<file path="config.mk">
export PLATFORM = sky130hd
export DESIGN_NAME = hazard_forward_unit_flat
export DESIGN_NICKNAME = d
export VERILOG_FILES = /design/src/rtl/hazard_forward_unit_pkg.sv /design/src/rtl/hazard_forward_unit_if.sv /design/src/rtl/hazard_forward_unit_operand_select.sv /design/src/rtl/hazard_forward_unit.sv /design/src/flat_wrapper.sv
export SDC_FILE = /design/constraint.sdc
export NUM_CORES = 1
export LEC_CHECK = 0
export BUFFER_PORTS_ARGS = -buffer_cell sky130_fd_sc_hd__buf_2
export CAP_MARGIN = 25
export CORE_ASPECT_RATIO = 1.1
export CORE_UTILIZATION = 55
export CTS_CLUSTER_SIZE = 40
export DETAILED_ROUTE_END_ITERATION = 12
export GPL_TIMING_DRIVEN = 0
export PLACE_DENSITY_LB_ADDON = 0.15
export SLEW_MARGIN = 20
export SYNTH_ARGS = -nofsm -noshare
export SYNTH_HDL_FRONTEND = slang
export SYNTH_HIERARCHICAL = 1
export SYNTH_SLANG_ARGS = --single-unit
</file>
<file path="constraint.sdc">
create_clock -name clk -period 6.5 [get_ports clk]
set_input_delay 1.3 -clock clk [delete_from_list [all_inputs] [get_ports clk]]
set_output_delay 1.3 -clock clk [all_outputs]
set_load 0.03 [all_outputs]
</file>
<file path="src/rtl/hazard_forward_unit_pkg.sv">
// Shared types for the hazard/forwarding unit: pipeline slot record and
// operand-select encoding.
package hazard_forward_unit_pkg;

  localparam int unsigned AW = 5;

  typedef enum logic [1:0] {
    SEL_BANK = 2'b00,
    SEL_EX   = 2'b01,
    SEL_DM   = 2'b10,
    SEL_WB   = 2'b11
  } sel_e;

  typedef struct packed {
    logic          valid;
    logic          wr;
    logic          load;
    logic [AW-1:0] ra;
    logic [AW-1:0] rb;
    logic [AW-1:0] rw;
  } slot_t;

endpackage

</file>
<file path="src/rtl/hazard_forward_unit_if.sv">
// Decode-side inputs and forwarding/stall outputs of the hazard unit.
interface hazard_forward_unit_if #(
  parameter int unsigned AW = hazard_forward_unit_pkg::AW,
  parameter int unsigned CW = 16
);

  logic [AW-1:0] RA_id;
  logic [AW-1:0] RB_id;
  logic [AW-1:0] RW_id;
  logic          valid_id;
  logic          wr_id;
  logic          load_id;
  logic          flush;
  logic [1:0]    mux_sel_A;
  logic [1:0]    mux_sel_B;
  logic          stall;
  logic [AW-1:0] RW_dm;
  logic          wr_dm;
  logic [CW-1:0] stall_cnt;

  modport master (
    output RA_id, RB_id, RW_id, valid_id, wr_id, load_id, flush,
    input  mux_sel_A, mux_sel_B, stall, RW_dm, wr_dm, stall_cnt
  );

  modport slave (
    input  RA_id, RB_id, RW_id, valid_id, wr_id, load_id, flush,
    output mux_sel_A, mux_sel_B, stall, RW_dm, wr_dm, stall_cnt
  );

endinterface

</file>
<file path="src/rtl/hazard_forward_unit_operand_select.sv">
// Picks the operand source for one OF source register: youngest producer
// among EX, DM, WB wins; register bank otherwise.
module operand_select
  import hazard_forward_unit_pkg::*;
(
  input  logic [AW-1:0] src,
  input  logic          of_valid,
  input  logic          stall,
  input  logic          ex_prod,
  input  logic [AW-1:0] ex_rw,
  input  logic          dm_prod,
  input  logic [AW-1:0] dm_rw,
  input  logic          wb_prod,
  input  logic [AW-1:0] wb_rw,
  output logic [1:0]    sel
);

  always_comb begin
    sel = SEL_BANK;
    if (of_valid && !stall) begin
      if (ex_prod && (ex_rw == src)) begin
        sel = SEL_EX;
      end else if (dm_prod && (dm_rw == src)) begin
        sel = SEL_DM;
      end else if (wb_prod && (wb_rw == src)) begin
        sel = SEL_WB;
      end
    end
  end

endmodule

</file>
<file path="src/rtl/hazard_forward_unit.sv">
// Four-slot (OF/EX/DM/WB) pipeline tracker producing operand forwarding
// selects, load-use stall, and a saturating stall counter.
module hazard_forward_unit #(
  parameter int unsigned AW = hazard_forward_unit_pkg::AW,
  parameter int unsigned CW = 16
) (
  input logic                  clk,
  input logic                  rst_n,
  hazard_forward_unit_if.slave bus
);

  import hazard_forward_unit_pkg::*;

  slot_t         of_q, ex_q, dm_q, wb_q;
  slot_t         of_d, ex_d, dm_d, wb_d;
  slot_t         dec;
  logic [CW-1:0] stall_cnt_q, stall_cnt_d;
  logic [AW-1:0] ra_id, rb_id, rw_id;
  logic          stall;
  logic          ex_prod, dm_prod, wb_prod;
  logic [1:0]    sel_a, sel_b;
  logic          unused_wb_fields;

  assign ra_id = bus.RA_id;
  assign rb_id = bus.RB_id;
  assign rw_id = bus.RW_id;

  always_comb begin
    dec       = '0;
    dec.valid = bus.valid_id;
    dec.wr    = bus.wr_id;
    dec.load  = bus.load_id;
    dec.ra    = ra_id;
    dec.rb    = rb_id;
    dec.rw    = rw_id;
  end

  // Load in EX whose result OF needs cannot be forwarded until it reaches DM.
  assign stall = of_q.valid && ex_q.valid && ex_q.wr && ex_q.load &&
                 ((ex_q.rw == of_q.ra) || (ex_q.rw == of_q.rb));

  assign ex_prod = ex_q.valid && ex_q.wr;
  assign dm_prod = dm_q.valid && dm_q.wr;
  assign wb_prod = wb_q.valid && wb_q.wr;

  // DM and WB always advance; flush takes precedence over the stall hold.
  always_comb begin
    of_d        = dec;
    ex_d        = of_q;
    dm_d        = ex_q;
    wb_d        = dm_q;
    stall_cnt_d = stall_cnt_q;
    if (bus.flush) begin
      of_d = '0;
      ex_d = '0;
    end else if (stall) begin
      of_d = of_q;
      ex_d = '0;
      if (stall_cnt_q != '1) begin
        stall_cnt_d = stall_cnt_q + CW'(1);
      end
    end
  end

  always_ff @(posedge clk or negedge rst_n) begin
    if (!rst_n) begin
      of_q        <= '0;
      ex_q        <= '0;
      dm_q        <= '0;
      wb_q        <= '0;
      stall_cnt_q <= '0;
    end else begin
      of_q        <= of_d;
      ex_q        <= ex_d;
      dm_q        <= dm_d;
      wb_q        <= wb_d;
      stall_cnt_q <= stall_cnt_d;
    end
  end

  operand_select u_sel_a (
    .src      (of_q.ra),
    .of_valid (of_q.valid),
    .stall    (stall),
    .ex_prod  (ex_prod),
    .ex_rw    (ex_q.rw),
    .dm_prod  (dm_prod),
    .dm_rw    (dm_q.rw),
    .wb_prod  (wb_prod),
    .wb_rw    (wb_q.rw),
    .sel      (sel_a)
  );

  operand_select u_sel_b (
    .src      (of_q.rb),
    .of_valid (of_q.valid),
    .stall    (stall),
    .ex_prod  (ex_prod),
    .ex_rw    (ex_q.rw),
    .dm_prod  (dm_prod),
    .dm_rw    (dm_q.rw),
    .wb_prod  (wb_prod),
    .wb_rw    (wb_q.rw),
    .sel      (sel_b)
  );

  // WB sources and load flag are retired with the slot; nothing reads them.
  assign unused_wb_fields = ^{wb_q.load, wb_q.ra, wb_q.rb};

  assign bus.mux_sel_A = sel_a;
  assign bus.mux_sel_B = sel_b;
  assign bus.stall     = stall;
  assign bus.RW_dm     = dm_q.rw;
  assign bus.wr_dm     = dm_prod;
  assign bus.stall_cnt = stall_cnt_q;

endmodule

</file>
<file path="src/flat_wrapper.sv">
// flat-port wrapper written by rule: the top's interface ports become plain ports
module hazard_forward_unit_flat import hazard_forward_unit_pkg::*;
#(
  parameter int unsigned AW = hazard_forward_unit_pkg::AW,
  parameter int unsigned CW = 16
)
  (clk, rst_n, bus_RA_id, bus_RB_id, bus_RW_id, bus_valid_id, bus_wr_id, bus_load_id, bus_flush, bus_mux_sel_A, bus_mux_sel_B, bus_stall, bus_RW_dm, bus_wr_dm, bus_stall_cnt);
  hazard_forward_unit_if #(.AW(AW), .CW(CW)) bus_i ();
  input logic clk;
  input logic rst_n;
  input wire logic [$bits(bus_i.RA_id)-1:0] bus_RA_id;
  input wire logic [$bits(bus_i.RB_id)-1:0] bus_RB_id;
  input wire logic [$bits(bus_i.RW_id)-1:0] bus_RW_id;
  input wire logic [$bits(bus_i.valid_id)-1:0] bus_valid_id;
  input wire logic [$bits(bus_i.wr_id)-1:0] bus_wr_id;
  input wire logic [$bits(bus_i.load_id)-1:0] bus_load_id;
  input wire logic [$bits(bus_i.flush)-1:0] bus_flush;
  output wire logic [$bits(bus_i.mux_sel_A)-1:0] bus_mux_sel_A;
  output wire logic [$bits(bus_i.mux_sel_B)-1:0] bus_mux_sel_B;
  output wire logic [$bits(bus_i.stall)-1:0] bus_stall;
  output wire logic [$bits(bus_i.RW_dm)-1:0] bus_RW_dm;
  output wire logic [$bits(bus_i.wr_dm)-1:0] bus_wr_dm;
  output wire logic [$bits(bus_i.stall_cnt)-1:0] bus_stall_cnt;
  assign bus_i.RA_id = bus_RA_id;
  assign bus_i.RB_id = bus_RB_id;
  assign bus_i.RW_id = bus_RW_id;
  assign bus_i.valid_id = bus_valid_id;
  assign bus_i.wr_id = bus_wr_id;
  assign bus_i.load_id = bus_load_id;
  assign bus_i.flush = bus_flush;
  assign bus_mux_sel_A = bus_i.mux_sel_A;
  assign bus_mux_sel_B = bus_i.mux_sel_B;
  assign bus_stall = bus_i.stall;
  assign bus_RW_dm = bus_i.RW_dm;
  assign bus_wr_dm = bus_i.wr_dm;
  assign bus_stall_cnt = bus_i.stall_cnt;
  hazard_forward_unit #(.AW(AW), .CW(CW)) u_core (.clk(clk), .rst_n(rst_n), .bus(bus_i));
endmodule
</file>
# Yosys cells after proc, flatten, opt, wreduce, memory -nomap -nowiden

Cells that the tools add are included.

$add $sub $neg: 1
Equal/unequal tests: 8
Muxes and demuxes: 12
Bitwise gates (word level): 1
Reduce and logical (&&, ||, !) cells: 17

Operators with widths:

| operator                                                         | count |
|---|---|
| 18-bit 2-to-1 mux                                                | 4 |
| 5-bit == test                                                    | 6 |
| 16-bit by 1-bit adder with 16-bit output (second input constant) | 1 |
| 2-bit 2-to-1 mux                                                 | 8 |
| 16-bit != test (second input constant)                           | 1 |
| 1-bit logical AND                                                | 14 |
| 3-bit AND reduction                                              | 1 |
| 2-bit != test (second input constant)                            | 1 |
| 1-bit logical NOT                                                | 1 |
| 1-bit logical OR                                                 | 1 |
| 1-bit inverter                                                   | 1 |

Flip-flop bits (word level): 56
Input port bits: 21
Output and inout bits: 27
Word-level logic and storage cells: 56

# Depth between registers and ports, before layout

Gate-level depths: netlist (run 1).

Depth after elaboration: 7
Depth in mapped cells: 9
Gate-level depth less buffers: 7

# Hierarchy

Netlist (run 1), hierarchy kept.

Modules (own cells, without submodules):

| module              | times used | cells each | area each (um2) | sequential area each (um2) |
|---|---|---|---|---|
| hazard_forward_unit | 1          | 177        | 2,299.7         | 1,401.3 |
| operand_select      | 2          | 26         | 220.2           | 0.0 |

# Worst setup path before layout (run 1)

Ideal clock, no wire load.

Kind: register to output
Start: reg u_core/of_q[11] (netlist name)
End: out bus_mux_sel_A[0]
Data arrival time: 2.369 ns
Required time: 5.200 ns
Setup slack: 2.831 ns
Stages on the path, launching flop included: 10
Buffers on the path: 2
Path through: dfrtp_1 -> xor2_1 -> or3_1 -> o22a_1 -> buf_6 -> buf_2 -> inv_1 -> nor2_1 -> and3_1 -> a32o_1

Word-level cells in the longest chain between the ends: 6
Elaborated cells between the ends (all ways): 14
Classes of those cells: eq/ne (3); mux (4); reduce/logical (7)

Ends and longest elaborated chain:

| item                     | line                                     | source |
|---|---|---|
| start: declaration       | hazard_forward_unit.sv:14                | `slot_t of_q, ex_q, dm_q, wb_q;` |
| start signal: assignment | hazard_forward_unit.sv:67                | `of_q <= '0;` |
| start signal: assignment | hazard_forward_unit.sv:73                | `of_q <= of_d;` |
| 5-bit == test            | hazard_forward_unit.sv:40                | `((ex_q.rw == of_q.ra) \|\| (ex_q.rw == of_q.rb));` |
| 1-bit logical OR         | hazard_forward_unit.sv:40                |  |
| 1-bit logical AND        | hazard_forward_unit.sv:39                | `assign stall = of_q.valid && ex_q.valid && ex_q.wr && ex_q.load &&` |
| via bus_stall            | flat_wrapper.sv:20                       | `output wire logic [$bits(bus_i.stall)-1:0] bus_stall;` |
| 1-bit logical NOT        | hazard_forward_unit_operand_select.sv:20 | `if (of_valid && !stall) begin` |
| 1-bit logical AND        | hazard_forward_unit_operand_select.sv:20 |  |
| 2-bit 2-to-1 mux         | hazard_forward_unit_operand_select.sv:20 |  |
| end: declaration         | flat_wrapper.sv:18                       | `output wire logic [$bits(bus_i.mux_sel_A)-1:0] bus_mux_sel_A;` |

The timed path passes the listed nets, and every way through them passes these cells.

# Final worst setup path (run 1)

Start: reg u_core/of_q[11] (netlist name)
End: out bus_mux_sel_A[0]

Word-level cells in the longest chain between the ends: 6
Elaborated cells between the ends (all ways): 14
Classes of those cells: eq/ne (3); mux (4); reduce/logical (7)

Ends and longest elaborated chain:

| item                                                         | line |
|---|---|
| 5-bit == test (on tied branches)                             | hazard_forward_unit_operand_select.sv:25, hazard_forward_unit_operand_select.sv:21, hazard_forward_unit.sv:40 |
| 1-bit logical AND / 1-bit logical OR (equally long branches) | hazard_forward_unit_operand_select.sv:25, hazard_forward_unit.sv:40 |
| 2-bit 2-to-1 mux / 1-bit logical AND (equally long branches) | hazard_forward_unit_operand_select.sv:25, hazard_forward_unit.sv:39 |
| 2-bit 2-to-1 mux / 1-bit logical NOT (equally long branches) | hazard_forward_unit_operand_select.sv:23, hazard_forward_unit_operand_select.sv:20 |
| 2-bit 2-to-1 mux / 1-bit logical AND (equally long branches) | hazard_forward_unit_operand_select.sv:21, hazard_forward_unit_operand_select.sv:20 |
| 2-bit 2-to-1 mux *                                           | hazard_forward_unit_operand_select.sv:20 |

Mark *: on every way between the ends. The rest lies on a longest branch, timed or not.

==> metrics, run 1 <==
Num CTS Buffers=5; total track usage=0.231; initial antenna violation count=0; CP Capture Type=output pin; die width=69.3 µm; global placement routability congestion=0.798; Hold Path End=u_core/wb_q[16]$_DFF_PN0_; fin util=0.670; worst path arrival time=2840 ps; Post-Route WL=5490 µm; Max VDD drop=0.116 mV; Worst-Margin Slew=695 ps; diode count=0; fillers=378; Reg2Reg Depth=6; Period minus WS final=4140 ps; RR Startpoint=u_core/bus.stall_cnt[0]$_DFFE_PN0P_; hpwl dp=3980 µm; Hold/Removal Path Class=flop to flop; Slew headroom=0.537; final cell count without fillers=340; htree depth=2; Period Utilization, post-route=0.637; Clock Skews=12.2 ps; PwrDens=211 nW/µm²; TritonCTS Sinks=56; final slew viol count=0; per-cell routed wire length=16.1 µm; fmax=241 MHz; Vias/cell=5.61; post-route setup TNS=0 ps; Synth Instances=229; Die ar.=5270 µm²; hold-critical path depth=0; initial drt markers=102; Std-Cell Rows=26; CTS max path bufs=2; share of layout cells above drive strength 1=0.268; layout net count=305; RSZ-0062 raised after global routing=false; Post-DRT Antenna Nets=0; startpoint types=flop; WP data required=5200 ps; reg-to-reg endpoint=u_core/bus.stall_cnt[1]$_DFFE_PN0P_; part of the Yosys area used for sequential elements=0.511; final setup violation count=0; largest net degree at the start of global routing=57; Core Area=4720 µm²; outcome=finished clean; Die H=76.0 µm; Leak Pwr=1.64 nW; Netlist Area Pre-Place=2740 µm²; Initial Utilization=0.581; CTS tree=built; first-pass GRT wire length=9550 µm; Area growth syn-to-layout=15.3%; synth unique cells=34; Synth Register Bits=56; vias in the first global route=1938; drt first pass iters=4; DR vias=1909; post-synthesis area per instance=12.0 µm²; Final Hold Viols=0; Max Cap Violations=0; clock latency on the worst-skew pair=310 ps; post-layout worst setup margin=2360 ps; CTS Hold Bufs=0; Post-Synthesis Net Count=251; Inst Count DP=332; CTS Root Buffer Type=clkbuf_8; yosys warns=6; port bufs=47; worst hold start=u_core/dm_q[16]$_DFF_PN0_; Worst Setup Slack post-DPL=2700 ps; I/O pin total=48; postcts setup bufs=0; total power=0.000668 W; clock edge transition at the registers on the reported setup and hold paths=100 ps; crit path max fanout=10; WS Path Type=flop to output pin; Overflow after GRT=0; r2r setup slk=4320 ps; PostCTS Resize Cnt=0; CP Launch Point=u_core/of_q[11]$_DFFE_PN0P_; DR DRC count=0
[worst max-delay path by stage]
stage | slack (ps) | to | depth (start not counted)
2_1_floorplan | 2830 | bus_mux_sel_A[0] | 9
3_3_place_gp | 2740 | bus_mux_sel_A[0] | 10
3_5_place_dp | 2700 | bus_mux_sel_A[0] | 10
4_1_cts | 2340 | bus_mux_sel_A[0] | 10
5_1_grt | 2210 | bus_mux_sel_B[0] | 10
6_report | 2360 | bus_mux_sel_A[0] | 10
[cell families (layout without fill, tap and decap cells)]
| logic type | count (synthesis) | in the layout | synth area share |
|---|---|---|---|
| DFF | 56 | 56 | 0.511 |
| muxes | 1 | 1 | 0.00411 |
| adders and majority gates | 1 | 1 | 0.00457 |
| and+or+nand+nor | 73 | 73 | 0.175 |
| xor gates and xnor gates | 55 | 55 | 0.176 |
| AOI/OAI and AO/OA | 26 | 26 | 0.0881 |
| buffers and inverters | 17 | 72 | 0.0406 |
[power by group]
part	internal [W]	leakage [nW]	total [W]	switching, W
combinational	0.0000301	0.839	0.0000648	0.0000347
sequential	0.000360	0.742	0.000377	0.0000168
clock	0.000114	0.0541	0.000226	0.000112
[routing by layer]
metal  vias up  GRT usage  share of wire
li1        921          -              -
met1       939      0.309           0.42
met2        41      0.384           0.52
met3         8     0.0357          0.034
met4         0     0.0816          0.017
met5         -          0              0
[sequential cells by signal (all words and copies together) (netlist names)]
| signal | count |
|---|---|
| u_core/bus.stall_cnt | 16 |
| u_core/of_q | 18 |
| u_core/dm_q | 2 |
| u_core/dm_d | 8 |
| u_core/wb_q | 7 |
| u_core/bus.RW_dm | 5 |
[placed cells by master (no fill, tap or decap), types with 2 or more instances in the layout]
master	synthesis	layout
clkbuf_8	0	5
nor4_1	4	4
nand3_1	12	12
dfrtp_1	56	56
nor4_2	3	3
xnor2_1	17	17
buf_4	6	7
buf_6	3	3
or3_1	2	2
nand2_1	3	3
nor2_1	10	10
buf_2	2	48
or4_1	2	2
and3_1	15	15
nor4_4	2	2
and2_1	3	3
a22o_1	17	17
a2111oi_2	2	2
xor2_1	38	38
a32o_1	2	2
clkbuf_1	2	2
inv_1	4	4
nand4_1	12	12
[worst max-delay path: stages (launching register included)]
cell and delay [ps]:
dfrtp_1 490, xor2_1 200, or3_1 360, o22a_1 250
buf_6 170, buf_2 180, inv_1 210, nor2_1 90
and3_1 170, a32o_1 250, buf_2 170
[cells in the mapped netlist (all sizes together)]
library cell / number / area (µm²)
nor4: 9 / 105
nor3b: 1 / 7.51
nand4: 12 / 75.1
or3: 2 / 12.5
a211o: 1 / 8.76
dfrtp: 56 / 1400
o22ai: 1 / 6.26
mux2: 1 / 11.3
and3: 15 / 93.8
or4: 2 / 15.0
a32o: 2 / 20.0
ha: 1 / 12.5
o41a: 1 / 11.3
xor2: 38 / 333
nand3: 12 / 60.1
a22o: 17 / 149
o21a: 1 / 7.51
o22a: 1 / 8.76
a2111oi: 2 / 30.0
nor2: 10 / 37.5
inv: 4 / 15.0
and2: 4 / 27.5
clkbuf: 2 / 7.51
nand2: 3 / 11.3
xnor2: 17 / 149
nor4b: 1 / 23.8
buf: 11 / 88.8
nand2b: 1 / 6.26
nor3: 1 / 5.00
[final cells by class]
cell class	count	area, µm²	share of cell area
plain buffers	13	96.3	0.0305
clock buffers	5	68.8	0.0218
clock inverters	3	42.5	0.0135
inverters	4	15.0	0.00475
multi-input cells	156	1230	0.389
flip-flops and latches	56	1400	0.444
well taps	56	70.1	0.0222
repair buffers	47	238	0.0752
[metrics by stage]
step | hold WS (ps) | area (µm²)
floorplan | 346 | 2740
global placement | 352 | 3050
detailed placement | 352 | 3050
CTS | 376 | 3160
global route | 389 | 3160
finish | 374 | 3160
No activity file was read; power rests on OpenSTA's default activity.
==> run 2: changes to the inputs <==
--- a/config.mk
+++ b/config.mk
@@ -8,7 +8,7 @@
 export BUFFER_PORTS_ARGS = -buffer_cell sky130_fd_sc_hd__buf_2
 export CAP_MARGIN = 25
 export CORE_ASPECT_RATIO = 1.1
-export CORE_UTILIZATION = 55
+export CORE_UTILIZATION = 50
 export CTS_CLUSTER_SIZE = 40
 export DETAILED_ROUTE_END_ITERATION = 12
 export GPL_TIMING_DRIVEN = 0
==> constraint.sdc (replaced) <==
create_clock -name clk -period 3.5 [get_ports clk]
set_input_delay 0.7 -clock clk [delete_from_list [all_inputs] [get_ports clk]]
set_output_delay 0.7 -clock clk [all_outputs]
set_load 0.03 [all_outputs]
==> run 2 against run 1 <==
Critical path depth stayed put. Setup slack got worse by 2200 ps. Sequential share of layout area down 0.68 points. Non-clock buffer count grew 6. Critical endpoint unchanged.
==> metrics, run 2 (synthesized netlist as in run 1, its figures left out) <==
outcome=finished clean; Hold Path End=u_core/wb_q[16]$_DFF_PN0_; reg-to-reg endpoint=u_core/bus.stall_cnt[1]$_DFFE_PN0P_; RR Startpoint=u_core/bus.stall_cnt[0]$_DFFE_PN0P_; post-layout worst setup margin=121 ps (-2240 ps); I/O pin total=48 (unchanged); total track usage=0.212 (-0.0196); Gate power share=0.104 (+0.007); final setup violation count=0 (unchanged); WS Path Type=flop to output pin; crit path max fanout=10 (unchanged); initial antenna violation count=0 (unchanged); hpwl dp=3980 µm (about the same); layout net count=311 (+2.0%); share of layout cells above drive strength 1=0.297 (+0.0289); Area growth syn-to-layout=17.4%; Num CTS Buffers=5 (unchanged); Max VDD drop=0.208 mV (+79%); first-pass GRT wire length=9220 µm (-3.5%); worst hold start=u_core/dm_q[16]$_DFF_PN0_; hold-critical path depth=0 (unchanged); CTS tree=built; TritonCTS Sinks=56 (unchanged); fmax=296 MHz; startpoint types=flop; DR vias=1941 (+1.7%); Net Switching=0.000295 W (+80%); final slew viol count=0 (unchanged); max reg flops=18 (unchanged); largest net degree at the start of global routing=57 (unchanged); commonest non-fill, non-tap cell in the layout=dfrtp_1; Overflow after GRT=0 (unchanged); Worst Setup Slack post-DPL=293 ps (-2410 ps); Flop pwr share=0.592 (+0.028); Post-DRT Antenna Nets=0 (unchanged); CP Capture Type=output pin; Worst-Margin Slew=676 ps (-19.0 ps); port bufs=47 (unchanged); Slew headroom=0.549 (+0.0127); clock edge transition at the registers on the reported setup and hold paths=90 ps (about the same); Final Hold Viols=0 (unchanged); initial drt markers=77 (-25%); die width=72.6 µm (+4.7%); Core Area=5130 µm² (+8.9%); WP data required=2800 ps (-2400 ps); r2r setup slk=1290 ps (-3030 ps); per-cell routed wire length=15.4 µm (-4.6%); PwrDens=368 nW/µm² (+74%); htree depth=2 (unchanged); Max Cap Violations=0 (unchanged); Clock power frac=0.304 (-0.035); Int Pwr=0.000888 W (+76%); Clock Skews=5.81 ps (-6.39 ps); diode count=0 (unchanged); vias in the first global route=1907 (-1.6%); Period minus WS final=3380 ps; Reg2Reg Depth=6 (unchanged); Largest Register=u_core/of_q; Die ar.=5780 µm² (+9.7%); post-route setup TNS=0 ps (unchanged); Hold/Removal Path Class=flop to flop; critical path's slowest cell=dfrtp_1; RSZ-0062 raised after global routing=false; CP cell instances=xor2_1 -> or3_1 -> o22a_1 -> buf_6 -> buf_2 -> inv_4 -> nor2_1 -> and3_1 -> a32o_1 -> buf_2; CTS max path bufs=2 (unchanged); total power=0.00118 W (+77%); Leak Pwr=1.65 nW (+0.67%); drt first pass iters=4 (unchanged); CTS Root Buffer Type=clkbuf_8; Switching Fraction=0.249 (+0.00415); cell mode on critical path=buf_2; clock latency on the worst-skew pair=300 ps (about the same); Period Utilization, post-route=0.966; Vias/cell=5.36 (-4.5%); global placement routability congestion=0.772 (-3.3%); DR DRC count=0 (unchanged); Die H=79.6 µm (+4.7%); worst path arrival time=2680 ps (-160 ps); Initial Utilization=0.534 (-0.0473); CP peak stage delay=490 ps (about the same); most frequent cells in the layout=dfrtp_1 (53), buf_2 (48), xor2_1 (38), xnor2_1 (17), a22o_1 (17); Std-Cell Rows=27 (+3.8%); Post-Route WL=5570 µm (+1.5%)
## run 2: how the worst max path moves through the flow
| stage | depth (start not counted) | start | to |
|---|---|---|---|
| after floorplan | 9 | u_core/of_q[11]$_DFFE_PN0P_ | bus_mux_sel_A[0] |
| after global placement | 10 | u_core/of_q[11]$_DFFE_PN0P_ | bus_mux_sel_A[0] |
| after detailed placement | 10 | u_core/of_q[11]$_DFFE_PN0P_ | bus_mux_sel_B[0] |
| after CTS | 10 | u_core/of_q[11]$_DFFE_PN0P_ | bus_mux_sel_B[0] |
| after global routing | 10 | u_core/of_q[17]$_DFFE_PN0P_ | bus_mux_sel_B[0] |
| final | 10 | u_core/of_q[6]$_DFFE_PN0P_ | bus_mux_sel_A[0] |
## run 2: layout make-up
type / instances / area [µm²]
Buffer: 13 / 96.3
Clock buffer: 6 / 82.6
Clock inverter: 2 / 15.0
Fill cell: 443 / 1920
Inverter: 4 / 17.5
Multi-Input combinational cell: 156 / 1230
Sequential cell: 56 / 1410
Tap cell: 72 / 90.1
Timing Repair Buffer: 53 / 283
## run 2: timing repair
item | CTS | global route
endpoints found under the hold margin | 0 | 0
pin swaps | 0 | 1
setup endpoints to repair | 2 | 2
resized for setup | 1 | 4
hold buffers | 0 | 0
setup buffers | 0 | 6
## run 2: power by group through the flow
stage	logic (W)	clock network, W	registers, W
global placement	0.000118	0	0.000713
finish	0.000124	0.000359	0.000700
global route	0.000136	0.000400	0.000704
CTS	0.000121	0.000374	0.000700
detailed placement	0.000120	0	0.000713
floorplan	0.0000744	0	0.000710
## run 2: worst max-delay path, delay by kind of cell (launching register included)
family	cells	cell delay, ps
AOI/OAI and AO/OA	2	480
buffers and inverters	4	640
and+or+nand+nor	3	570
DFF	1	490
xor gates and xnor gates	1	190
## run 2: metal layers
layer  global-route usage  vias to the layer above  routed length [µm]
met1                0.271                      955                2440
met4               0.0784                        0                 101
met5                    0                        -                   0
met3               0.0366                        9                 193
met2                0.359                       41                2840
li1                     -                      936                   -
## run 2: per-stage QoR
stage | area, µm² | std cells | util | hold slack (ps)
floorplan | 2740 | 229 | - | 346
global placement | 3070 | 348 | 0.597 | 350
detailed placement | 3070 | 348 | 0.597 | 357
CTS | 3170 | 356 | 0.616 | 379
global route | 3220 | 362 | 0.626 | 385
finish | 3220 | 362 | 0.626 | 375
==> run 3: changes to the inputs <==
--- a/config.mk
+++ b/config.mk
@@ -6,12 +6,13 @@
 export NUM_CORES = 1
 export LEC_CHECK = 0
 export BUFFER_PORTS_ARGS = -buffer_cell sky130_fd_sc_hd__buf_2
-export CAP_MARGIN = 25
+export CAP_MARGIN = 0
 export CORE_ASPECT_RATIO = 1.1
 export CORE_UTILIZATION = 50
 export CTS_CLUSTER_SIZE = 40
 export DETAILED_ROUTE_END_ITERATION = 12
 export GPL_TIMING_DRIVEN = 0
+export MAX_ROUTING_LAYER = met4
 export PLACE_DENSITY_LB_ADDON = 0.15
 export SLEW_MARGIN = 20
 export SYNTH_ARGS = -nofsm -noshare
==> run 3 against run 2 <==
Design area unchanged. First-iteration DRC count decreased by 26%. Global-route usage increased by 0.64 points. Critical path depth unchanged. Critical endpoint is now bus_mux_sel_B[0].
==> metrics, run 3 (synthesized netlist as in run 1, its figures left out) <==
outcome=finished clean; RSZ-0062 raised after global routing=false; Post-DRT Antenna Nets=0 (unchanged); commonest non-fill, non-tap cell in the layout=dfrtp_1; CP cell instances=xor2_1 -> or3_1 -> o22a_1 -> buf_6 -> buf_2 -> inv_4 -> nor2_1 -> and3_1 -> a32o_1 -> buf_2; Max Cap Violations=0 (unchanged); TritonCTS Sinks=56 (unchanged); Core Area=5130 µm² (unchanged); initial antenna violation count=0 (unchanged); post-route setup TNS=0 ps (unchanged); startpoint types=flop; drt first pass iters=4 (unchanged); RR Startpoint=u_core/bus.stall_cnt[0]$_DFFE_PN0P_; CP peak stage delay=490 ps (about the same); CTS max path bufs=2 (unchanged); Period Utilization, post-route=0.965 (about the same); Die H=79.6 µm (unchanged); share of layout cells above drive strength 1=0.297 (unchanged); Leak Pwr=1.65 nW (unchanged); largest net degree at the start of global routing=57 (unchanged); Vias/cell=5.37 (+0.21%); fin util=0.626 (unchanged); Final Hold Viols=0 (unchanged); CP Capture Type=output pin; PwrDens=368 nW/µm² (+0.18%); vias in the first global route=1898 (-0.47%); DR DRC count=0 (unchanged); crit path max fanout=10 (unchanged); critical path's slowest cell=dfrtp_1; r2r setup slk=1280 ps (about the same); clock edge transition at the registers on the reported setup and hold paths=90 ps (about the same); max reg flops=18 (unchanged); Largest Register=u_core/of_q; Slew headroom=0.545 (-0.00438); total track usage=0.218 (+0.00644); Int Pwr=0.000888 W (about the same); Worst Setup Slack post-DPL=293 ps (unchanged); WP data required=2800 ps (about the same); die width=72.6 µm (unchanged); reg-to-reg endpoint=u_core/bus.stall_cnt[1]$_DFFE_PN0P_; Num CTS Buffers=5 (unchanged); global placement routability congestion=0.782 (+1.4%); Net Switching=0.000297 W (+0.73%); worst path arrival time=2680 ps (about the same); per-cell routed wire length=15.5 µm (+0.77%); Die ar.=5780 µm² (unchanged); hold_ws=376 ps (+0.831 ps); Initial Utilization=0.534 (unchanged); diode count=0 (unchanged); cell mode on critical path=buf_2; Worst-Margin Slew=683 ps (+6.58 ps); Std-Cell Rows=27 (unchanged); htree depth=2 (unchanged); Gate power share=0.105 (about the same); first-pass GRT wire length=9250 µm (+0.30%); total power=0.00119 W (+0.18%); Reg2Reg Depth=6 (unchanged); I/O pin total=48 (unchanged); most frequent cells in the layout=dfrtp_1 (53), buf_2 (48), xor2_1 (38), xnor2_1 (17), a22o_1 (17); CP Launch Point=u_core/of_q[6]$_DFFE_PN0P_; WS Path Type=flop to output pin; fmax=296 MHz (about the same); layout net count=311 (unchanged); final slew viol count=0 (unchanged); post-layout worst setup margin=122 ps (+1.12 ps); initial drt markers=57 (-26%); Period minus WS final=3380 ps (-1.11 ps); Flop pwr share=0.591 (about the same); Clock Skews=2.88 ps (-2.93 ps); Max VDD drop=0.211 mV (+1.6%); Post-Route WL=5620 µm (+0.77%); final setup violation count=0 (unchanged); CP Capture Point=bus_mux_sel_B[0]; CTS Root Buffer Type=clkbuf_8; hpwl dp=3980 µm (unchanged); Hold/Removal Path Class=flop to flop; Switching Fraction=0.250 (+0.00135); Clock power frac=0.305 (about the same); Overflow after GRT=0 (unchanged); CTS tree=built; Area growth syn-to-layout=17.4% (unchanged); DR vias=1945 (+0.21%); clock latency on the worst-skew pair=300 ps (about the same); port bufs=47 (unchanged)
==> run 3: cell counts in the layout (fill, tap and decap cells not counted) <==
Identical to the previous run, type by type.
==> run 3: final cells by class <==
cell class	instances	area, µm²
fillers	443	1920
flip-flops and latches	56	1410
multi-input cells	156	1230
repair buffers	53	283
plain buffers	13	96.3
well taps	72	90.1
clock buffers	6	82.6
inverters	4	17.5
clock inverters	2	15.0
==> run 3: per-layer routing <==
layer | global-route usage | wire length (µm) | vias to the layer above
met2 | 0.358 | 2850 | 42
met5 | - | 0 | -
met4 | 0.0784 | 101 | 0
met3 | 0.0341 | 185 | 9
li1 | - | - | 935
met1 | 0.275 | 2480 | 959
==> run 3: worst min path at each step <==
stage / from / end / slack, ps / depth (start not counted)
final: u_core/dm_q[16]$_DFF_PN0_ / u_core/wb_q[16]$_DFF_PN0_ / 380 / 0
after global routing: u_core/dm_q[16]$_DFF_PN0_ / u_core/wb_q[16]$_DFF_PN0_ / 380 / 0
after CTS: u_core/dm_q[17]$_DFF_PN0_ / u_core/wb_q[17]$_DFF_PN0_ / 380 / 0
after detailed placement: u_core/dm_q[16]$_DFF_PN0_ / u_core/wb_q[16]$_DFF_PN0_ / 360 / 0
after global placement: u_core/dm_q[16]$_DFF_PN0_ / u_core/wb_q[16]$_DFF_PN0_ / 350 / 0
after floorplan: u_core/dm_q[16]$_DFF_PN0_ / u_core/wb_q[16]$_DFF_PN0_ / 350 / 0
==> run 3: metrics by stage <==
stage	area [µm²]	cells
floorplan	2740	229
global placement	3070	348
detailed placement	3070	348
CTS	3170	356
global route	3220	362
finish	3220	362
==> run 3: critical path: cells and delay by family, from the launching register on <==
family | cells | cell delay [ps]
AO/OA/AOI/OAI | 2 | 470
XOR/XNOR | 1 | 190
buffers and inverters | 4 | 650
flip-flops | 1 | 490
AND/OR/NAND/NOR | 3 | 570
==> run 3: what timing repair did <==
| action | 4_1_cts | 5_1_grt |
|---|---|---|
| endpoints found under the setup margin | 2 | 2 |
| cloned | 0 | 0 |
| resized for setup | 1 | 4 |
| buffers inserted | 0 | 6 |
| hold buffers | 0 | 0 |
| pin swaps | 0 | 1 |
==> run 3: power by group through the flow <==
| stage | Combinational (W) | Sequential, W | Clock (W) |
|---|---|---|---|
| floorplan | 0.0000744 | 0.000710 | 0 |
| detailed placement | 0.000120 | 0.000713 | 0 |
| CTS | 0.000121 | 0.000700 | 0.000374 |
| global placement | 0.000118 | 0.000713 | 0 |
| finish | 0.000124 | 0.000700 | 0.000361 |
| global route | 0.000136 | 0.000704 | 0.000401 |
